## config.mk

```make
export PLATFORM = sky130hd
export DESIGN_NAME = gpu_sequencer_flat
export DESIGN_NICKNAME = d
export VERILOG_FILES = /design/src/rtl/gpu_sequencer_if.sv /design/src/rtl/gpu_sequencer.sv /design/src/flat_wrapper.sv
export SDC_FILE = /design/constraint.sdc
export NUM_CORES = 1
export LEC_CHECK = 0
export CORE_AREA = 2 2 152 154
export CTS_CLUSTER_DIAMETER = 40
export CTS_CLUSTER_SIZE = 12
export DETAILED_ROUTE_END_ITERATION = 6
export DIE_AREA = 0 0 154 156
export PLACE_DENSITY = 0.77
export SLEW_MARGIN = 20
export SYNTH_ARGS = -nofsm -noshare
export SYNTH_HDL_FRONTEND = slang
export SYNTH_SLANG_ARGS = --single-unit
export TNS_END_PERCENT = 30
```

## constraint.sdc

```tcl
create_clock -name clk_in -period 8.6 [get_ports clk_in]
set_input_delay 2.58 -clock clk_in [delete_from_list [all_inputs] [get_ports clk_in]]
set_output_delay 2.58 -clock clk_in [all_outputs]
set_load 0.05 [all_outputs]
```

## src/rtl/gpu_sequencer_if.sv

```systemverilog
// Purpose: program-BRAM and core broadcast bus between the sequencer and its fabric.
// Latency: none (wires only); BRAM data is expected two cycles after the address.
// Backpressure: the command valid is held until every bit of core_ready_in is set.
interface gpu_sequencer_if #(
    parameter int ADDR_W     = 3,
    parameter int CORE_COUNT = 4
);
    logic [ADDR_W-1:0]     instr_addr_out;
    logic [31:0]           instr_in;
    logic                  cmd_valid_out;
    logic [27:0]           cmd_out;
    logic [CORE_COUNT-1:0] core_ready_in;
    logic [CORE_COUNT-1:0] core_idle_in;

    // Sequencer side.
    modport master (
        output instr_addr_out,
        output cmd_valid_out,
        output cmd_out,
        input  instr_in,
        input  core_ready_in,
        input  core_idle_in
    );

    // BRAM / core side.
    modport slave (
        input  instr_addr_out,
        input  cmd_valid_out,
        input  cmd_out,
        output instr_in,
        output core_ready_in,
        output core_idle_in
    );
endinterface

```

## src/rtl/gpu_sequencer.sv

```systemverilog
// Purpose: fetch/execute program sequencer broadcasting work commands to shader cores.
// Latency: 3 cycles per non-stalling instruction (FETCH, WAIT, EXEC).
// Backpressure: DISPATCH holds until all cores are ready; SYNC stalls until all cores are idle.
module gpu_sequencer #(
    parameter int PRIVATE_REG_WIDTH = 10,
    parameter int PRIVATE_REG_COUNT = 16,
    parameter int INSTRUCTION_WIDTH = 32,
    parameter int INSTRUCTION_COUNT = 8,
    parameter int CORE_COUNT        = 4,
    localparam int ADDR_W           = $clog2(INSTRUCTION_COUNT)
) (
    input  logic              clk_in,
    input  logic              rst_in,
    input  logic              start_in,
    gpu_sequencer_if.master   bus,
    output logic [ADDR_W-1:0] pc_out,
    output logic              busy_out,
    output logic              done_out,
    output logic              error_out,
    output logic [15:0]       retired_out
);
    typedef enum logic [2:0] {
        S_IDLE, S_FETCH, S_WAIT, S_EXEC, S_DISPATCH, S_SYNC, S_HALT
    } state_t;

    localparam logic [3:0] OP_NOP      = 4'h0;
    localparam logic [3:0] OP_LOADI    = 4'h1;
    localparam logic [3:0] OP_ADDI     = 4'h2;
    localparam logic [3:0] OP_LOOP     = 4'h3;
    localparam logic [3:0] OP_DISPATCH = 4'h4;
    localparam logic [3:0] OP_SYNC     = 4'h5;
    localparam logic [3:0] OP_HALT     = 4'hF;

    localparam logic [ADDR_W-1:0] LAST_PC = ADDR_W'(INSTRUCTION_COUNT - 1);

    state_t                       state_q, state_d;
    logic [ADDR_W-1:0]            pc_q, pc_d;
    logic [PRIVATE_REG_WIDTH-1:0] regs_q [PRIVATE_REG_COUNT];
    logic [PRIVATE_REG_WIDTH-1:0] regs_d [PRIVATE_REG_COUNT];
    logic [15:0]                  retired_q, retired_d;
    logic                         error_q, error_d;
    logic [27:0]                  cmd_q, cmd_d;

    logic [INSTRUCTION_WIDTH-1:0] instr;
    logic [3:0]                   opcode;
    logic [3:0]                   rd;
    logic [PRIVATE_REG_WIDTH-1:0] imm;
    logic [ADDR_W-1:0]            target;
    logic [PRIVATE_REG_WIDTH-1:0] loop_val;
    logic [CORE_COUNT-1:0]        ready_vec;
    logic [CORE_COUNT-1:0]        idle_vec;
    logic                         rd_bad, tgt_bad, bad;
    logic                         retire, advance;

    assign instr     = bus.instr_in;
    assign opcode    = instr[31:28];
    assign rd        = instr[27:24];
    assign imm       = instr[PRIVATE_REG_WIDTH-1:0];
    assign target    = instr[ADDR_W-1:0];
    assign loop_val  = regs_q[rd] - PRIVATE_REG_WIDTH'(1);
    assign ready_vec = bus.core_ready_in;
    assign idle_vec  = bus.core_idle_in;

    // Operand range checks are done in 32 bits so they stay valid for any parameter set.
    assign rd_bad  = ({28'd0, rd} >= 32'(PRIVATE_REG_COUNT));
    assign tgt_bad = ({{(32 - ADDR_W){1'b0}}, target} >= 32'(INSTRUCTION_COUNT));

    // Decode-time legality of the instruction currently on the BRAM bus.
    always_comb begin
        bad = 1'b0;
        case (opcode)
            OP_NOP, OP_DISPATCH, OP_SYNC, OP_HALT: bad = 1'b0;
            OP_LOADI, OP_ADDI:                     bad = rd_bad;
            OP_LOOP:                               bad = rd_bad | tgt_bad;
            default:                               bad = 1'b1;
        endcase
    end

    // Next-state, register-file, pc and retirement logic.
    always_comb begin
        state_d   = state_q;
        pc_d      = pc_q;
        regs_d    = regs_q;
        retired_d = retired_q;
        error_d   = error_q;
        cmd_d     = cmd_q;
        retire    = 1'b0;
        advance   = 1'b0;

        case (state_q)
            S_IDLE, S_HALT: begin
                if (start_in) begin
                    state_d   = S_FETCH;
                    pc_d      = '0;
                    retired_d = '0;
                    error_d   = 1'b0;
                    for (int i = 0; i < PRIVATE_REG_COUNT; i++) regs_d[i] = '0;
                end
            end
            S_FETCH: state_d = S_WAIT;
            S_WAIT:  state_d = S_EXEC;
            S_EXEC: begin
                if (bad) begin
                    error_d = 1'b1;
                    state_d = S_HALT;
                end else begin
                    case (opcode)
                        OP_LOADI: begin
                            regs_d[rd] = imm;
                            advance    = 1'b1;
                        end
                        OP_ADDI: begin
                            regs_d[rd] = regs_q[rd] + imm;
                            advance    = 1'b1;
                        end
                        OP_LOOP: begin
                            regs_d[rd] = loop_val;
                            if (loop_val != '0) begin
                                retire  = 1'b1;
                                pc_d    = target;
                                state_d = S_FETCH;
                            end else begin
                                advance = 1'b1;
                            end
                        end
                        OP_DISPATCH: begin
                            cmd_d   = instr[27:0];
                            state_d = S_DISPATCH;
                        end
                        OP_SYNC: state_d = S_SYNC;
                        OP_HALT: begin
                            retire  = 1'b1;
                            state_d = S_HALT;
                        end
                        default: advance = 1'b1;  // NOP; illegal opcodes are caught by bad
                    endcase
                end
            end
            S_DISPATCH: if (&ready_vec) advance = 1'b1;
            S_SYNC:     if (&idle_vec)  advance = 1'b1;
            default:    state_d = S_IDLE;
        endcase

        // Sequential completion: the last slot halts instead of wrapping the pc.
        if (advance) begin
            retire = 1'b1;
            if (pc_q == LAST_PC) begin
                state_d = S_HALT;
            end else begin
                pc_d    = pc_q + ADDR_W'(1);
                state_d = S_FETCH;
            end
        end

        if (retire && (retired_q != 16'hFFFF)) retired_d = retired_q + 16'd1;
    end

    // State registers; reset returns to IDLE immediately, dropping any pending command.
    always_ff @(posedge clk_in or posedge rst_in) begin
        if (rst_in) begin
            state_q   <= S_IDLE;
            pc_q      <= '0;
            retired_q <= '0;
            error_q   <= 1'b0;
            cmd_q     <= '0;
            for (int i = 0; i < PRIVATE_REG_COUNT; i++) regs_q[i] <= '0;
        end else begin
            state_q   <= state_d;
            pc_q      <= pc_d;
            retired_q <= retired_d;
            error_q   <= error_d;
            cmd_q     <= cmd_d;
            regs_q    <= regs_d;
        end
    end

    // The pc register drives the BRAM directly; it only changes on the edge leaving
    // EXEC/DISPATCH/SYNC, so the address is stable from FETCH through EXEC.
    assign bus.instr_addr_out = pc_q;
    assign bus.cmd_valid_out  = (state_q == S_DISPATCH);
    assign bus.cmd_out        = cmd_q;
    assign pc_out             = pc_q;
    assign busy_out           = (state_q == S_FETCH) || (state_q == S_WAIT) ||
                                (state_q == S_EXEC)  || (state_q == S_DISPATCH) ||
                                (state_q == S_SYNC);
    assign done_out           = (state_q == S_HALT) && !error_q;
    assign error_out          = error_q;
    assign retired_out        = retired_q;
endmodule

```

## src/flat_wrapper.sv

```systemverilog
// flat-port wrapper written by rule: the top's interface ports become plain ports
module gpu_sequencer_flat 
#(
    parameter int PRIVATE_REG_WIDTH = 10,
    parameter int PRIVATE_REG_COUNT = 16,
    parameter int INSTRUCTION_WIDTH = 32,
    parameter int INSTRUCTION_COUNT = 8,
    parameter int CORE_COUNT        = 4,
    localparam int ADDR_W           = $clog2(INSTRUCTION_COUNT)
)
  (clk_in, rst_in, start_in, pc_out, busy_out, done_out, error_out, retired_out, bus_instr_addr_out, bus_cmd_valid_out, bus_cmd_out, bus_instr_in, bus_core_ready_in, bus_core_idle_in);
  gpu_sequencer_if #(.ADDR_W(3), .CORE_COUNT(CORE_COUNT)) bus_i ();
  input  logic clk_in;
  input  logic rst_in;
  input  logic start_in;
  output logic [ADDR_W-1:0] pc_out;
  output logic busy_out;
  output logic done_out;
  output logic error_out;
  output logic [15:0] retired_out;
  output wire logic [$bits(bus_i.instr_addr_out)-1:0] bus_instr_addr_out;
  output wire logic [$bits(bus_i.cmd_valid_out)-1:0] bus_cmd_valid_out;
  output wire logic [$bits(bus_i.cmd_out)-1:0] bus_cmd_out;
  input wire logic [$bits(bus_i.instr_in)-1:0] bus_instr_in;
  input wire logic [$bits(bus_i.core_ready_in)-1:0] bus_core_ready_in;
  input wire logic [$bits(bus_i.core_idle_in)-1:0] bus_core_idle_in;
  assign bus_instr_addr_out = bus_i.instr_addr_out;
  assign bus_cmd_valid_out = bus_i.cmd_valid_out;
  assign bus_cmd_out = bus_i.cmd_out;
  assign bus_i.instr_in = bus_instr_in;
  assign bus_i.core_ready_in = bus_core_ready_in;
  assign bus_i.core_idle_in = bus_core_idle_in;
  gpu_sequencer #(.PRIVATE_REG_WIDTH(PRIVATE_REG_WIDTH), .PRIVATE_REG_COUNT(PRIVATE_REG_COUNT), .INSTRUCTION_WIDTH(INSTRUCTION_WIDTH), .INSTRUCTION_COUNT(INSTRUCTION_COUNT), .CORE_COUNT(CORE_COUNT)) u_core (.clk_in(clk_in), .rst_in(rst_in), .start_in(start_in), .bus(bus_i), .pc_out(pc_out), .busy_out(busy_out), .done_out(done_out), .error_out(error_out), .retired_out(retired_out));
endmodule
```

==> impl_results.md, run 1 <==
* Outcome: finished clean
* Maximum VDD drop at 148.8 uV
* Post-synth ARST share at 1.000
* Met1 GRT Util at 0.3907
* Synth cell types at 75
* Slew Limit Fails at 0
* Number of top-level design ports at 97
* First DRT Iteration DRCs at 1046
* I/O Buffers at 96
* Largest net degree at the start of global routing at 155
* Ys flop type: dfrtp_1
* Simple-Gate Fraction of Synth Area at 0.1224
* Final Setup Violations at 0
* Top-area cell type share of the netlist area at 0.4500
* RSZ-0062 raised after global routing: false
* Post-synth top cells: dfrtp_1 (211), o21ai_0 (171), nand2_1 (134)
* Crit share post-route at 0.8239
* Cts hold-fix bufs at 0
* # rows at 55
* CTS tree: built
* Synth Instances at 1154
* Starting Density at 0.5246
* Cell taking the most area after synthesis: dfrtp_1
* Yosys warning count at 0
* Crit end category: flip-flop
* CP Class: in2reg
* Cell with the most instances after synthesis: dfrtp_1
* Remaining global-route overflow at 0
* Worst-Margin Slew at 1.010 ns
* CTS H-Tree Depth at 2
* Setup TNS at 0 ns
* Worst Path Max Fanout at 33
* Syn nets at 1212
* Max-Cap Viols at 0
* CP arrival at 7.47 ns
* First-pass GRT wire length at 55250 um
* Clk sinks at 211
* Top Usage Layer GRT: met2
* Worst-Skew Late Latency at 0.52 ns
* Die area at 0.02402 mm2
* Count of final hold-check violations at 0
* Max Freq at 0.1411 GHz
* Placeable Area at 0.02237 mm2
* Seq/Total Area, Yosys at 0.4500
* Antenna Cells at 0
* Hold Path Class: reg2reg
* Die H at 156 um
* R2R Setup Slk at 3.81 ns
* Compound-cell area share of the yosys netlist at 0.2470
* Synth top area cells: dfrtp_1 (45%), mux4_2 (7.9%), o21ai_0 (7.3%)
* Largest family of logic cells by synthesized area: compound AO/OA/AOI/OAI gates
* Num CTS Buffers at 34
* Synth Cell Area at 0.01173 mm2
* Resize count post-CTS at 0
* Routed vias/inst at 6.797
* Fillers at 1743
* Root buffer cell: clkbuf_16
* Clock Skew at 0.02433 ns
* Grt met2 use at 0.4499
* Final Wtd Congestion at 0.9256
* Adder-cell share of the synthesized area at 0.01663
* Hold WS at 0.4779 ns
* Tmin final at 7.086 ns
* Mean routed wirelength per cell at 22.43 um
* # DRC at 0
* Power per cell area at 284.8 mW/mm2
* Initial antenna violation count at 0
* Share of layout cells above drive strength 1 at 0.1591
* Mux contribution to synthesized area at 0.1161
* Die Wd at 154 um
* #FFs+latches synth at 211
* Gr usage total at 0.2881
* WL final at 34720 um
* Vias at 10.52k
* Final HPWL DP at 22830 um
* Slew headroom at 0.3227
* Critical Path Start Type: primary input
* Leakage at 5.921 nW
* Syn Area/Cell at 10.17 um2
* Synth Area in XOR/XNOR at 0.006718
* Critical path required time at 8.99 ns
* 1st-pass router iterations at 5
* Clock buffer depth at 3
* Post-synth EDFFs at 0
* Met3 Resource Use GR at 0.07083
* Vias in the first global route at 10.06k
* CTS clk-pin slew, worst paths at 0.06 ns
* Antenna Violating Nets Remaining at 0
* Synth-to-Final Area Change at 20.03%
* Postcts setup bufs at 0
* Nets at 1297
where the power goes:
group | leakage [nW] | internal (W) | switching [W]
Sequential | 2.89 | 0.00114 | 0.000127
Combinational | 2.46 | 0.000423 | 0.000926
Clock | 0.563 | 0.000883 | 0.000511
Total | 5.92 | 0.00245 | 0.00156
cells by family after synthesis:
logic type / Yosys count
flip-flops: 211
buffers and inverters: 100
multiplexers: 78
XOR/XNOR: 9
AND/OR/NAND/NOR: 304
adder cells (fa/ha/maj): 15
AO/OA/AOI/OAI: 437
metrics by stage:
stage | setup WS (ns) | util | power [W] | instances | instance area (um2)
3_3_place_gp | 1.255 | 0.5766 | 0.002577 | 1486 | 12890
2_1_floorplan | 0.2541 | - | 0.002187 | 1154 | 11730
4_1_cts | 1.554 | 0.6283 | 0.004004 | 1546 | 14050
5_1_grt | 1.147 | 0.6297 | 0.004169 | 1548 | 14080
6_report | 1.514 | 0.6297 | 0.004011 | 1548 | 14080
3_5_place_dp | 1.037 | 0.5767 | 0.002608 | 1486 | 12900
worst max-delay path, cell delays in order:
cell,delay [ns]
buf_2,0.64
buf_4,0.43
mux4_2,0.56
mux2i_1,0.15
mux2_2,0.24
inv_1,0.10
ha_1,0.33
a21o_1,0.20
a21oi_1,0.24
o21bai_1,0.10
a21oi_1,0.21
o21ai_0,0.17
mux2_2,0.33
nor3_2,0.76
nand2_1,0.12
a32o_1,0.30
layer usage:
layer	vias to the layer above	routed length, um
met5	-	0
met4	0	1169
met3	97	3701
met2	637	15820
met1	5224	14030
li1	4564	-
cells in the final DEF, fill, tap and decap left out, types with 5 or more instances in the layout:
cell / Yosys / layout
a31oi_1: 15 / 15
xnor2_1: 6 / 6
and2_1: 5 / 5
a22oi_1: 27 / 27
nor2_1: 47 / 46
mux2_2: 29 / 29
o211ai_1: 35 / 35
nor2b_1: 9 / 9
a21oi_1: 39 / 38
nand2b_1: 5 / 5
a22o_1: 33 / 33
or3_1: 16 / 16
a32o_1: 16 / 16
buf_4: 7 / 32
inv_1: 17 / 16
inv_6: 0 / 6
and3_1: 5 / 5
mux4_2: 41 / 41
nor3_1: 17 / 17
clkinv_2: 0 / 5
mux2i_1: 6 / 6
a41oi_1: 9 / 9
o21bai_2: 9 / 9
ha_1: 14 / 14
clkbuf_16: 0 / 35
nand2_1: 134 / 133
o21ai_0: 171 / 171
clkdlybuf4s50_1: 0 / 94
o31ai_1: 22 / 22
dfrtp_1: 211 / 211
nand4_1: 11 / 11
nand3_1: 28 / 28
o21ai_1: 16 / 14
final cells by class:
| class | count | area, um2 | area share |
|---|---|---|---|
| clock inverters | 22 | 257.7 | 0.01830 |
| clock buffers | 38 | 897.1 | 0.06370 |
| well taps | 285 | 356.6 | 0.02532 |
| multi-input cells | 843 | 6002 | 0.4262 |
| repair buffers | 130 | 1206 | 0.08564 |
| flip-flops and latches | 211 | 5280 | 0.3749 |
| inverters | 19 | 83.83 | 0.005952 |
registers in the layout (all words and copies together) (netlist names):
signal	cells
u_core.state_q	3
u_core.regs_q	160
u_core.error_out	1
u_core.retired_out	16
u_core.bus.instr_addr_out	3
u_core.bus.cmd_out	28
worst paths after layout:
kind	from	end	depth (start not counted)
worst max-delay path	bus_instr_in[25]	u_core.regs_q[118]	16
worst min-delay path	u_core.regs_q[125]	u_core.regs_q[125]	2
worst max register to register	u_core.regs_q[50]	u_core.regs_q[118]	15
worst min register to register	u_core.regs_q[125]	u_core.regs_q[125]	2
max in group asynchronous	rst_in	u_core.state_q[2]	3
min in group asynchronous	rst_in	u_core.regs_q[17]	2
Note: power is estimated with default switching activity, not from simulation.
==> run 2: changes to the inputs <==
- CORE_AREA: 2 2 152 154 -> 2 2 145 147
- DIE_AREA: 0 0 154 156 -> 0 0 147 149
- PLACE_DENSITY: 0.77 -> 0.8
- clock period: 8.6 -> 7.1 ns (I/O delays scaled with it)
==> run 2 against run 1 <==
  * Utilization up 5.2 points
  * Sequential share of layout area up 0.19 points
  * Register-to-register slack worse by 1.3 ns
  * Total power up 17%
  * Count of clock-buffer cells in the layout down 6
==> impl_results.md, run 2 (synthesized netlist as in run 1, its figures left out) <==
* Outcome: finished clean
* Vias at 10.44k
* Mean routed wirelength per cell at 21.90 um
* Die Wd at 147 um
* Remaining global-route overflow at 0
* Worst Path Max Fanout at 15
* Setup TNS at 0 ns
* I/O Buffers at 96
* Placed Cells at 1487
* Final Wtd Congestion at 0.9091
* Commonest non-fill, non-tap cell in the layout: dfrtp_1
* Family with the most delay on the worst path: compound AO/OA/AOI/OAI gates
* Die area at 0.02190 mm2
* Final Setup Violations at 0
* Hold Path Class: reg2reg
* FF-to-FF path depth at 15
* Routed vias/inst at 6.775
* Fin cells at 1541
* Cts hold-fix bufs at 0
* Synth-to-Final Area Change at 19.41%
* # DRC at 0
* Commonest cells after routing, fill and taps aside: dfrtp_1 (211), o21ai_0 (171), nand2_1 (134), clkdlybuf4s50_1 (94), nor2_1 (46)
* Maximum VDD drop at 233.4 uV
* Power per cell area at 336.3 mW/mm2
* CP max stage cell: o21ai_1
* Hold Path Stages at 2
* Number of top-level design ports at 97
* Buffers and inverters on the worst path at 2
* 1st-pass router iterations at 5
* CP arrival at 6.69 ns
* Antenna Violating Nets Remaining at 0
* Biggest register: u_core.regs_q
* Leakage at 5.902 nW
* Crit share post-route at 0.8769
* Max reg flops at 160
* Initial antenna violation count at 0
* CTS clk-pin slew, worst paths at 0.06 ns
* Root buffer cell: clkbuf_16
* Gr usage total at 0.3118
* Max-Cap Viols at 0
* CP Class: in2reg
* Resize count post-CTS at 0
* Die H at 149 um
* Clock Skew at 0.01283 ns
* Fin util at 0.6816
* CTS H-Tree Depth at 1
* RSZ-0062 raised after global routing: false
* Clock buffer depth at 3
* Slowest stage delay, CP at 0.87 ns
* WL final at 33750 um
* # rows at 53
* Worst-Skew Late Latency at 0.55 ns
* Final WS setup at 0.8738 ns
* First-pass GRT wire length at 54530 um
* Critical Path Start Type: primary input
* Largest net degree at the start of global routing at 168
* Levels on crit path at 16
* Final HPWL DP at 22670 um
* Count of final hold-check violations at 0
* Critical path, cell by cell: buf_2 > mux4_1 > a22o_1 > a221oi_2 > inv_1 > ha_1 > fa_1 > a21o_1 > a21oi_1 > o21bai_1 > a21oi_1 > xnor2_1 > mux2i_1 > o21ai_1 > o211ai_1 > o21ai_0
* Cell mode on critical path: a21oi_1
* Slew headroom at 0.2787
* Share of layout cells above drive strength 1 at 0.1603
* Worst-Margin Slew at 1.075 ns
* Max Freq at 0.1606 GHz
* Tmin final at 6.226 ns
* Antenna Cells at 0
* First DRT Iteration DRCs at 1168
* Clk sinks at 211
* Slew Limit Fails at 0
* Starting Density at 0.5708
* Placeable Area at 0.02056 mm2
* Postcts setup bufs at 0
* Nets at 1302
* Num CTS Buffers at 29
* Vias in the first global route at 10.07k
* Dpl ws at 0.3631 ns
* Crit end category: flip-flop
* CTS tree: built
* Critical path required time at 7.56 ns
run 2: changes by cell type in the layout (fill, tap and decap cells not counted), sizes merged:
cell	change
buf	+11
clkbuf	-7
clkinvlp	+3
inv	-3
clkinv	-2
bufinv	+1
run 2: worst min-delay path: stages, from the launching register on:
cell and delay, ns:
dfrtp_1 0.34, nand2_1 0.04, o21ai_0 0.06
run 2: area by class of cell:
class	count	area (um2)
clock buffers	32	767.0
clock inverters	21	267.8
fillers	1498	6546
inverters	19	75.07
multi-input cells	843	5983
flip-flops and latches	211	5280
well taps	275	344.1
repair buffers	140	1294
run 2: metal layers:
metal,wire length [um],up-vias,share of wire,global-route usage
met5,0,-,0,0
met1,13410,5066,0.40,0.4304
met2,15690,670,0.46,0.4927
met4,1330,0,0.039,0.1337
met3,3324,112,0.098,0.05474
li1,-,4593,-,-
run 2: stage by stage:
stage	hold slack, ns	instance area [um2]	power (W)
floorplan	0.4446	11740	0.002650
global placement	0.4585	12960	0.003126
detailed placement	0.4683	12970	0.003166
CTS	0.4802	14000	0.004707
global route	0.5092	14010	0.004906
finish	0.4806	14010	0.004712
run 2: worst paths after layout:
path	from	to	slack [ns]
max reg2reg	u_core.regs_q[60]	u_core.regs_q[36]	2.54
min	u_core.regs_q[5]	u_core.regs_q[5]	0.48
min reg2reg	u_core.regs_q[5]	u_core.regs_q[5]	0.48
min in group asynchronous	rst_in	u_core.regs_q[113]	2.21
max in group asynchronous	rst_in	u_core.regs_q[71]	3.83
max	bus_instr_in[24]	u_core.regs_q[36]	0.87
run 2: power breakdown:
group          total, W  internal (W)  leakage, nW  switching (W)
combinational   0.00164      0.000526         2.51        0.00111
clock           0.00154      0.000966        0.498       0.000573
sequential      0.00153       0.00138         2.89       0.000151
total           0.00471       0.00287         5.90        0.00184
==> run 3: changes to the inputs <==
- CORE_AREA: 2 2 145 147 -> 2 2 172 123
- DIE_AREA: 0 0 147 149 -> 0 0 174 125
- PLACE_DENSITY: 0.8 -> 0.81
==> run 3 against run 2 <==
  * Sequential cell count is the same
  * Total power fell by 1.7%
  * Final area shrank 0.88%
  * Largest cell class unchanged
  * Largest power group unchanged
==> impl_results.md, run 3 (synthesized netlist as in run 1, its figures left out) <==
* Outcome: finished clean
* Top Usage Layer GRT: met1
* I/O Buffers at 96
* CP arrival at 6.61 ns
* FF-to-FF path depth at 15
* CTS H-Tree Depth at 1
* Synth-to-Final Area Change at 18.36%
* Leakage at 5.821 nW
* CTS clk-pin slew, worst paths at 0.06 ns
* Placed Cells at 1483
* Antenna Cells at 0
* Tmin final at 6.233 ns
* # DRC at 0
* Final HPWL DP at 24320 um
* Fin util at 0.6855
* Share of layout cells above drive strength 1 at 0.1534
* Gr usage total at 0.3279
* Final Wtd Congestion at 0.9515
* Critical Path Start Type: primary input
* CTS tree: built
* Routed vias/inst at 6.955
* Remaining global-route overflow at 0
* Slew headroom at 0.3170
* Met3 Resource Use GR at 0.09185
* Commonest cells after routing, fill and taps aside: dfrtp_1 (211), o21ai_0 (171), nand2_1 (134), clkdlybuf4s50_1 (94), nor2_1 (47)
* Cts hold-fix bufs at 0
* Die H at 125 um
* Critical path required time at 7.47 ns
* Vias in the first global route at 10.31k
* 1st-pass router iterations at 6
* R2R Setup Slk at 2.58 ns
* RSZ-0062 raised after global routing: false
* CP Class: in2reg
* Resize count post-CTS at 0
* Die Wd at 174 um
* Worst-Skew Late Latency at 0.54 ns
* FF-to-FF Start: u_core.regs_q[60]
* R2r endpoint: u_core.regs_q[78]
* Final Power at 0.004629 W
* Commonest non-fill, non-tap cell in the layout: dfrtp_1
* Setup TNS at 0 ns
* Critical path destination: u_core.regs_q[147]
* First DRT Iteration DRCs at 1342
* Crit end category: flip-flop
* Starting Density at 0.5792
* Clk sinks at 211
* Worst Path Max Fanout at 28
* Final Setup Violations at 0
* Crit share post-route at 0.8779
* Maximum VDD drop at 287.6 uV
* WL final at 35620 um
* Biggest register: u_core.regs_q
* Mean routed wirelength per cell at 23.22 um
* Hold Path Class: reg2reg
* Max Freq at 0.1604 GHz
* Die area at 0.02175 mm2
* Num CTS Buffers at 28
* Max reg flops at 160
* Power per cell area at 333.3 mW/mm2
* Slew Limit Fails at 0
* Clock buffer depth at 3
* Fin cells at 1534
* Number of top-level design ports at 97
* # rows at 44
* Nets at 1296
* Count of final hold-check violations at 0
* Root buffer cell: clkbuf_16
* Worst-Margin Slew at 1.016 ns
* Clock Skew at 0.01309 ns
* Vias at 10.67k
* First-pass GRT wire length at 57150 um
* Postcts setup bufs at 0
* Antenna Violating Nets Remaining at 0
* Grt met2 use at 0.4675
* Placeable Area at 0.02026 mm2
* Largest net degree at the start of global routing at 157
* Initial antenna violation count at 0
* Met1 GRT Util at 0.4981
* Worst Setup SP: bus_instr_in[27]
* Max-Cap Viols at 0
[run 3: critical path: stages]
cell and delay [ns]:
clkdlybuf4s50_1 0.69, buf_4 0.41, mux4_2 0.38, mux2i_1 0.14, mux2_2 0.27, inv_1 0.11
ha_1 0.33, a21oi_1 0.29, o21a_1 0.18, o21bai_1 0.09, a21oi_1 0.17, xor2_1 0.25
a211oi_2 0.12, o21ai_2 0.80, o21ai_0 0.24
[run 3: worst min-delay path by stage]
stage	from	to	cells past startpoint
2_1_floorplan	u_core.regs_q[135]	u_core.regs_q[135]	2
3_3_place_gp	u_core.regs_q[79]	u_core.regs_q[79]	2
3_5_place_dp	u_core.regs_q[55]	u_core.regs_q[55]	2
4_1_cts	u_core.regs_q[55]	u_core.regs_q[55]	2
5_1_grt	u_core.regs_q[61]	u_core.regs_q[61]	1
6_report	u_core.regs_q[99]	u_core.regs_q[99]	2
[run 3: area by class of cell]
type	count	area [um2]
timing repair buffer	135	1256
clock inverter	17	206.4
inverter	19	75.07
clock buffer	33	729.5
multi-input combinational	843	5996
fill	1560	6371
tap	276	345.3
sequential	211	5280
[run 3: where the power goes]
part	internal, W	switching (W)
logic	0.000522	0.00114
registers	0.00138	0.000158
clock network	0.000853	0.000571
total	0.00276	0.00187
[run 3: routing by layer]
layer	routed length, um	share of wire
met5	0	0
met4	711	0.020
met3	4671	0.13
met2	15220	0.43
met1	15010	0.42
[run 3: through the flow]
stage | area [um2] | setup slack, ns | hold slack, ns
5_1_grt | 13890 | 0.6104 | 0.5063
6_report | 13890 | 0.8668 | 0.4815
3_3_place_gp | 12930 | 0.3639 | 0.4605
2_1_floorplan | 11740 | 1.116 | 0.4446
4_1_cts | 13870 | 0.6797 | 0.4793
3_5_place_dp | 12930 | 0.1851 | 0.4672
